`src/rtl/hi_reader_seq.sv`:
```
// Exchange sequencer for the HF reader datapath: steps minor_mode through transmit,
// guard and tag-response reception, timed by the datapath's frame_tick boundary.
module hi_reader_seq #(
   parameter logic [3:0]  MODE_RX_AMP       = 4'd1,
   parameter logic [3:0]  MODE_SEND_FULL    = 4'd4,
   parameter logic [3:0]  MODE_SEND_SHALLOW = 4'd5,
   parameter logic [3:0]  MODE_SNIFF_AMP    = 4'd7,
   parameter int unsigned QUIET_FRAMES      = 3
) (
   input  logic        ck_1356meg,
   input  logic        rst_n,
   input  logic        frame_tick,
   input  logic        cmd_start,
   input  logic        cmd_abort,
   input  logic        cmd_full_mod,
   input  logic        sniff_en,
   input  logic [11:0] tx_frames,
   input  logic [7:0]  guard_frames,
   input  logic [11:0] rx_timeout,
   input  logic [13:0] amp_in,
   input  logic [13:0] amp_thresh,
   output logic [3:0]  minor_mode,
   output logic        busy,
   output logic        rx_active,
   output logic        tag_detect,
   output logic        timeout,
   output logic        done,
   output logic [11:0] rx_count
);

   typedef enum logic [2:0] {
      S_IDLE,
      S_TX,
      S_GUARD,
      S_RX_WAIT,
      S_RX_DATA
   } state_t;

   localparam logic [3:0] QUIET_LIMIT = 4'(QUIET_FRAMES);

   state_t      state, state_d;
   logic [11:0] frame_cnt, frame_cnt_d;
   logic [7:0]  guard_q, guard_d;
   logic [11:0] timeout_q, timeout_d;
   logic        full_q, full_d;
   logic [3:0]  quiet_cnt, quiet_d, quiet_inc;
   logic [11:0] rx_count_d;
   logic [3:0]  mode_d;
   logic        tag_d, tmo_d, done_d;
   logic        amp_present;

   assign amp_present = (amp_in >= amp_thresh);
   assign quiet_inc   = quiet_cnt + 4'd1;

   // frame_cnt counts down through TX and GUARD, and counts up as the wait counter in RX_WAIT.
   always_comb begin
      state_d     = state;
      frame_cnt_d = frame_cnt;
      guard_d     = guard_q;
      timeout_d   = timeout_q;
      full_d      = full_q;
      quiet_d     = quiet_cnt;
      rx_count_d  = rx_count;
      tag_d       = 1'b0;
      tmo_d       = 1'b0;
      done_d      = 1'b0;
      if (cmd_abort) begin
         state_d = S_IDLE;
      end else begin
         case (state)
            S_IDLE: begin
               if (cmd_start) begin
                  guard_d    = guard_frames;
                  timeout_d  = rx_timeout;
                  full_d     = cmd_full_mod;
                  rx_count_d = 12'd0;
                  quiet_d    = 4'd0;
                  if (tx_frames != 12'd0) begin
                     state_d     = S_TX;
                     frame_cnt_d = tx_frames;
                  end else if (guard_frames != 8'd0) begin
                     state_d     = S_GUARD;
                     frame_cnt_d = {4'd0, guard_frames};
                  end else begin
                     state_d     = S_RX_WAIT;
                     frame_cnt_d = 12'd0;
                  end
               end
            end
            S_TX: begin
               if (frame_tick) begin
                  if (frame_cnt == 12'd1) begin
                     if (guard_q != 8'd0) begin
                        state_d     = S_GUARD;
                        frame_cnt_d = {4'd0, guard_q};
                     end else begin
                        state_d     = S_RX_WAIT;
                        frame_cnt_d = 12'd0;
                     end
                  end else begin
                     frame_cnt_d = frame_cnt - 12'd1;
                  end
               end
            end
            S_GUARD: begin
               if (frame_tick) begin
                  if (frame_cnt == 12'd1) begin
                     state_d     = S_RX_WAIT;
                     frame_cnt_d = 12'd0;
                  end else begin
                     frame_cnt_d = frame_cnt - 12'd1;
                  end
               end
            end
            S_RX_WAIT: begin
               // A present tag on the tick that would also expire the wait still counts as detection.
               if (frame_tick) begin
                  if (amp_present) begin
                     state_d    = S_RX_DATA;
                     tag_d      = 1'b1;
                     rx_count_d = 12'd1;
                     quiet_d    = 4'd0;
                  end else if (({1'b0, frame_cnt} + 13'd1) >= {1'b0, timeout_q}) begin
                     state_d = S_IDLE;
                     tmo_d   = 1'b1;
                     done_d  = 1'b1;
                  end else begin
                     frame_cnt_d = frame_cnt + 12'd1;
                  end
               end
            end
            S_RX_DATA: begin
               if (frame_tick) begin
                  rx_count_d = (rx_count == 12'hFFF) ? rx_count : rx_count + 12'd1;
                  if (amp_present) begin
                     quiet_d = 4'd0;
                  end else begin
                     quiet_d = quiet_inc;
                     if (quiet_inc == QUIET_LIMIT) begin
                        state_d = S_IDLE;
                        done_d  = 1'b1;
                     end
                  end
               end
            end
            default: state_d = S_IDLE;
         endcase
      end
   end

   // Outputs are registered from the next state so none of them follows an input combinationally.
   always_comb begin
      mode_d = MODE_RX_AMP;
      case (state_d)
         S_IDLE:  mode_d = sniff_en ? MODE_SNIFF_AMP : MODE_RX_AMP;
         S_TX:    mode_d = full_d ? MODE_SEND_FULL : MODE_SEND_SHALLOW;
         default: mode_d = MODE_RX_AMP;
      endcase
   end

   always_ff @(negedge ck_1356meg or negedge rst_n) begin
      if (!rst_n) begin
         state      <= S_IDLE;
         frame_cnt  <= 12'd0;
         guard_q    <= 8'd0;
         timeout_q  <= 12'd0;
         full_q     <= 1'b0;
         quiet_cnt  <= 4'd0;
         rx_count   <= 12'd0;
         minor_mode <= MODE_RX_AMP;
         busy       <= 1'b0;
         rx_active  <= 1'b0;
         tag_detect <= 1'b0;
         timeout    <= 1'b0;
         done       <= 1'b0;
      end else begin
         state      <= state_d;
         frame_cnt  <= frame_cnt_d;
         guard_q    <= guard_d;
         timeout_q  <= timeout_d;
         full_q     <= full_d;
         quiet_cnt  <= quiet_d;
         rx_count   <= rx_count_d;
         minor_mode <= mode_d;
         busy       <= (state_d != S_IDLE);
         rx_active  <= (state_d == S_RX_WAIT) || (state_d == S_RX_DATA);
         tag_detect <= tag_d;
         timeout    <= tmo_d;
         done       <= done_d;
      end
   end

endmodule

```
`config.mk`:
```
export PLATFORM = sky130hd
export DESIGN_NAME = hi_reader_seq
export DESIGN_NICKNAME = d
export VERILOG_FILES = /design/src/rtl/hi_reader_seq.sv
export SDC_FILE = /design/constraint.sdc
export NUM_CORES = 1
export LEC_CHECK = 0
export BUFFER_PORTS_ARGS = -buffer_cell sky130_fd_sc_hd__buf_2
export CORE_MARGIN = 1
export CORE_UTILIZATION = 60
export CTS_BUF_LIST = sky130_fd_sc_hd__clkbuf_4
export CTS_CLUSTER_SIZE = 8
export DETAILED_ROUTE_END_ITERATION = 7
export GPL_TIMING_DRIVEN = 1
export PLACE_DENSITY = 0.89
export SLEW_MARGIN = 0
export SYNTH_ARGS = -nofsm -noshare
export SYNTH_HDL_FRONTEND = slang
export SYNTH_SLANG_ARGS = --single-unit
```
`constraint.sdc`:
```
create_clock -name ck_1356meg -period 5.8 [get_ports ck_1356meg]
set_input_delay 1.45 -clock ck_1356meg [delete_from_list [all_inputs] [get_ports ck_1356meg]]
set_output_delay 1.45 -clock ck_1356meg [all_outputs]
set_load 0.05 [all_outputs]
```
Word level (Yosys, flattened, before mapping)
Cells that the tools add are included.

storage, ports and cells
  register bits after elaboration = 61
  input port bits = 67

operators by class
  order comparisons = 2
  add/sub/neg operators = 5
  equality and inequality tests = 19
  bitwise gates (word level) = 1
  multiplexer cells = 60
  reductions and logical operators = 13

operators with widths
  kind                   count
  $mux 12                14
  $pmux 12 s4            1
  $mux 3                 13
  $pmux 12 s3            1
  $add 12x1->12 const B  2
  $mux 4                 5
  $mux 1                 19
  $ne 2x2->1 const B     9
  $mux 8                 2
  $reduce_bool 8->1      2
  $pmux 3 s5             1
  $ge 14x14->1           1
  $add 12x1->13 const B  1
  $ge 13x12->1           1
  $eq 12x1->1 const B    1
  $eq 12x12->1 const B   1
  $pmux 4 s3             1
  $reduce_bool 12->1     1
  $sub 12x1->12 const B  1
  $eq 3x2->1 const B     3
  $reduce_and 8->1       1
  $reduce_and 7->1       1
  $eq 3x1->1 const B     2
  $eq 3x3->1 const B     2
  other kinds (12)       14

Logic depth before layout (Yosys ltp)
  depth after elaboration = 9
  mapped depth = 14
  depth with buffers taken out = 13

==> flow_summary.yaml <==
synth:
  syn_area_sq_um: 4210
  netlist_instances: 479
  ys_seq_elements: 60
  synth.distinct_cells: 68
  synth.top_cell.area_share: 0.350
  avgSynthCellArea_sq_um: 8.79
  ys_seq_area_frac: 0.357
  yosysMostFrequentCell: "dfrtn_1"
  synth_top_cells_by_count: "dfrtn_1, nand2_1, inv_1"
  synth_nets: 578
  synth_area_leader_cell: "dfrtn_1"
  async_flop_share: 1.00
  ys_warn_count: 0
  synthFlopType: "dfrtn_1"
  synth_edf_count: 0
  yosys-top-cells-area: "dfrtn_1, ha_1, o21ai_1, a21oi_1, nand2_1"
setup_path:
  cp-end-kind: "register"
  path_max_fanout: 5
  cp_data_required_time_ns: 3.14
  rrSetupSlack_ns: 2.10
  worst-setup-path-type: "input pin to register"
  crit_start: "amp_thresh[11]"
  startpoint_type: "input pin"
  regToRegEndpoint: "frame_cnt[9]$_DFFE_NN0P_"
  cp.arrival_ns: 3.26
  r2r-start: "frame_cnt[0]$_DFFE_NN0P_"
  ff2ff_path_depth: 13
floorplanning:
  die_x_um: 85.8
  die_area_sq_um: 7360
  core_area_sq_um: 6790
  die_h_um: 85.8
  rows: 30
  io_pins: 88
  initial_utilization: 0.620
detailed_routing:
  drt_iter0_markers: 300
  antenna_left: 0
  wl_per_cell_um: 16.3
  route.detailed.drc: 0
  num_vias: 4215
  viasPerCell: 6.15
  finalWirelength_um: 11200
  first_pass_iters: 6
cts:
  cts_hold_buf: 0
  cts-root-buf: "clkbuf_4"
  cts_tree: "done"
  clkSinkCount: 60
  clk_path_buf_depth: 2
  cts_made_buffers: 9
  clk_latency_ns: 0.45
  cts.clk_slew.worst_paths_ns: 0.07
  cts_max_level: 3
power_and_ir_drop:
  p_leak_nw: 2.44
  p_per_area_nw_per_um2: 253
  ir_worst_vdd_mv: 0.161
timing:
  whs_ns: 0.443
  fin_skew_ns: 0.0646
  tightestPinTransition_ns: 0.691
  slew_viol_final: 0
  slew_headroom: 0.539
  rsz0062_at_grt: "yes"
  hold_violations: 0
  layout_setup_ws_ns: -0.126
  setup_viol: 10
placement:
  gp_congestion: 1.02
  dpl.hpwl_um: 8400
  dp_cells: 666
  numPortBuffers: 86
global_route:
  grtUsageTotal: 0.322
  grt-ovfl-total: 0
  grt_max_degree: 40
  grt_pass1_vias: 4021
  antenna_found_initial: 0
  grt_pass1_wl_um: 18500
finish:
  multi_input_area_sq_um: 2590
  n_fill_cell: 488
  num_antenna_cells: 0
  layout.nets: 683
  utilization: 0.767
  fin_cells: 685
  seq_area_sq_um: 1500
  final_layout_size_suffix_gt1_frac: 0.289
  areaGrowthSynthToFinish_pct: 23.7
flow_run:
  drv_cap: 0
min_path:
  hold_end: "timeout_q[0]$_DFFE_NN0P_"
  hold_class: "register to register"
  min_path_cells: 1
  min_from: "timeout_q[0]$_DFFE_NN0P_"
run_status:
  violations: "negative setup slack"
  status: "finished with violations"
cell families after synthesis:
group,count (synthesis),share of synthesized area
simple gates,153,0.190
compound gates,145,0.230
flops,60,0.357
buf+inv,59,0.0579
fa+ha+maj,32,0.0950
mux,16,0.0419
xor+xnor,13,0.0270
other cells,1,0.000890
repair_timing:
item	CTS	global route
setup endpoints to repair	27	31
gates resized for setup	9	12
hold endpoints to repair	0	0
buffers inserted	0	2
pin swaps	2	1
cloned	0	1
state kept, by name, summed over array words and instances, names as in the netlist:
signal	count
guard_q	8
busy	1
full_q	1
state	3
minor_mode	3
done	1
quiet_cnt	4
frame_cnt	12
rx_active	1
rx_count	12
timeout	1
timeout_q	12
tag_detect	1
cell usage in the layout (no fill, tap or decap), types with 9 or more instances in the layout:
cell type	count
o31ai_1	10
clkbuf_4	9
o21ai_1	32
ha_1	30
mux2_1	10
nand3_1	18
buf_4	29
nand2_1	37
buf_2	85
nand2b_1	9
nor2_1	26
inv_1	33
nor4_1	10
a21oi_1	27
dfrtn_1	59
xnor2_1	9
worst max-delay path: stages:
cell      delay (ns)
buf_12          0.11
inv_12          0.04
ha_4            0.19
a21o_1          0.17
a21o_1          0.16
a211oi_2        0.23
o21a_4          0.21
a31oi_4         0.09
or2_4           0.28
a221o_1         0.32
where the power goes:
group          internal, mW  switching, mW  total (mW)
clock                 0.133          0.182       0.315
combinational         0.194          0.247       0.441
sequential            0.481         0.0795       0.560
total                 0.808          0.508        1.32
per-stage QoR:
stage               setup slack [ns]  area, sq um  total power, mW  TNS (ns)
detailed placement            -0.623         4970            0.982    -16.99
finish                        -0.126         5210             1.32    -0.709
global placement              -0.552         4970            0.959    -14.15
CTS                           -0.140         5150             1.30     -1.36
floorplan                     -0.503         4290            0.846     -6.85
global route                  -0.171         5210             1.39     -1.90
how the worst max path moves through the flow:
stage                                    end  slack [ns]
global route        frame_cnt[9]$_DFFE_NN0P_       -0.17
detailed placement  frame_cnt[7]$_DFFE_NN0P_       -0.62
CTS                 frame_cnt[9]$_DFFE_NN0P_       -0.14
finish              frame_cnt[9]$_DFFE_NN0P_       -0.13
floorplan           frame_cnt[9]$_DFFE_NN0P_       -0.50
global placement    frame_cnt[9]$_DFFE_NN0P_       -0.55
metal layers:
metal / global-route usage / up-vias / routed length, um
met2: 0.533 / 234 / 5230
met5: 0 / - / 0
met4: 0.173 / 0 / 391
met3: 0.0549 / 42 / 940
met1: 0.404 / 1972 / 4610
li1: - / 1967 / -
final cells by class:
type                            instances  share of cell area
Tap cell                               96              0.0230
Multi-Input combinational cell        360               0.496
Clock inverter                          8              0.0154
Timing Repair Buffer                  118               0.137
Clock buffer                            9              0.0130
Inverter                               34              0.0269
Sequential cell                        60               0.288
Power figures use the tool's default switching activity.
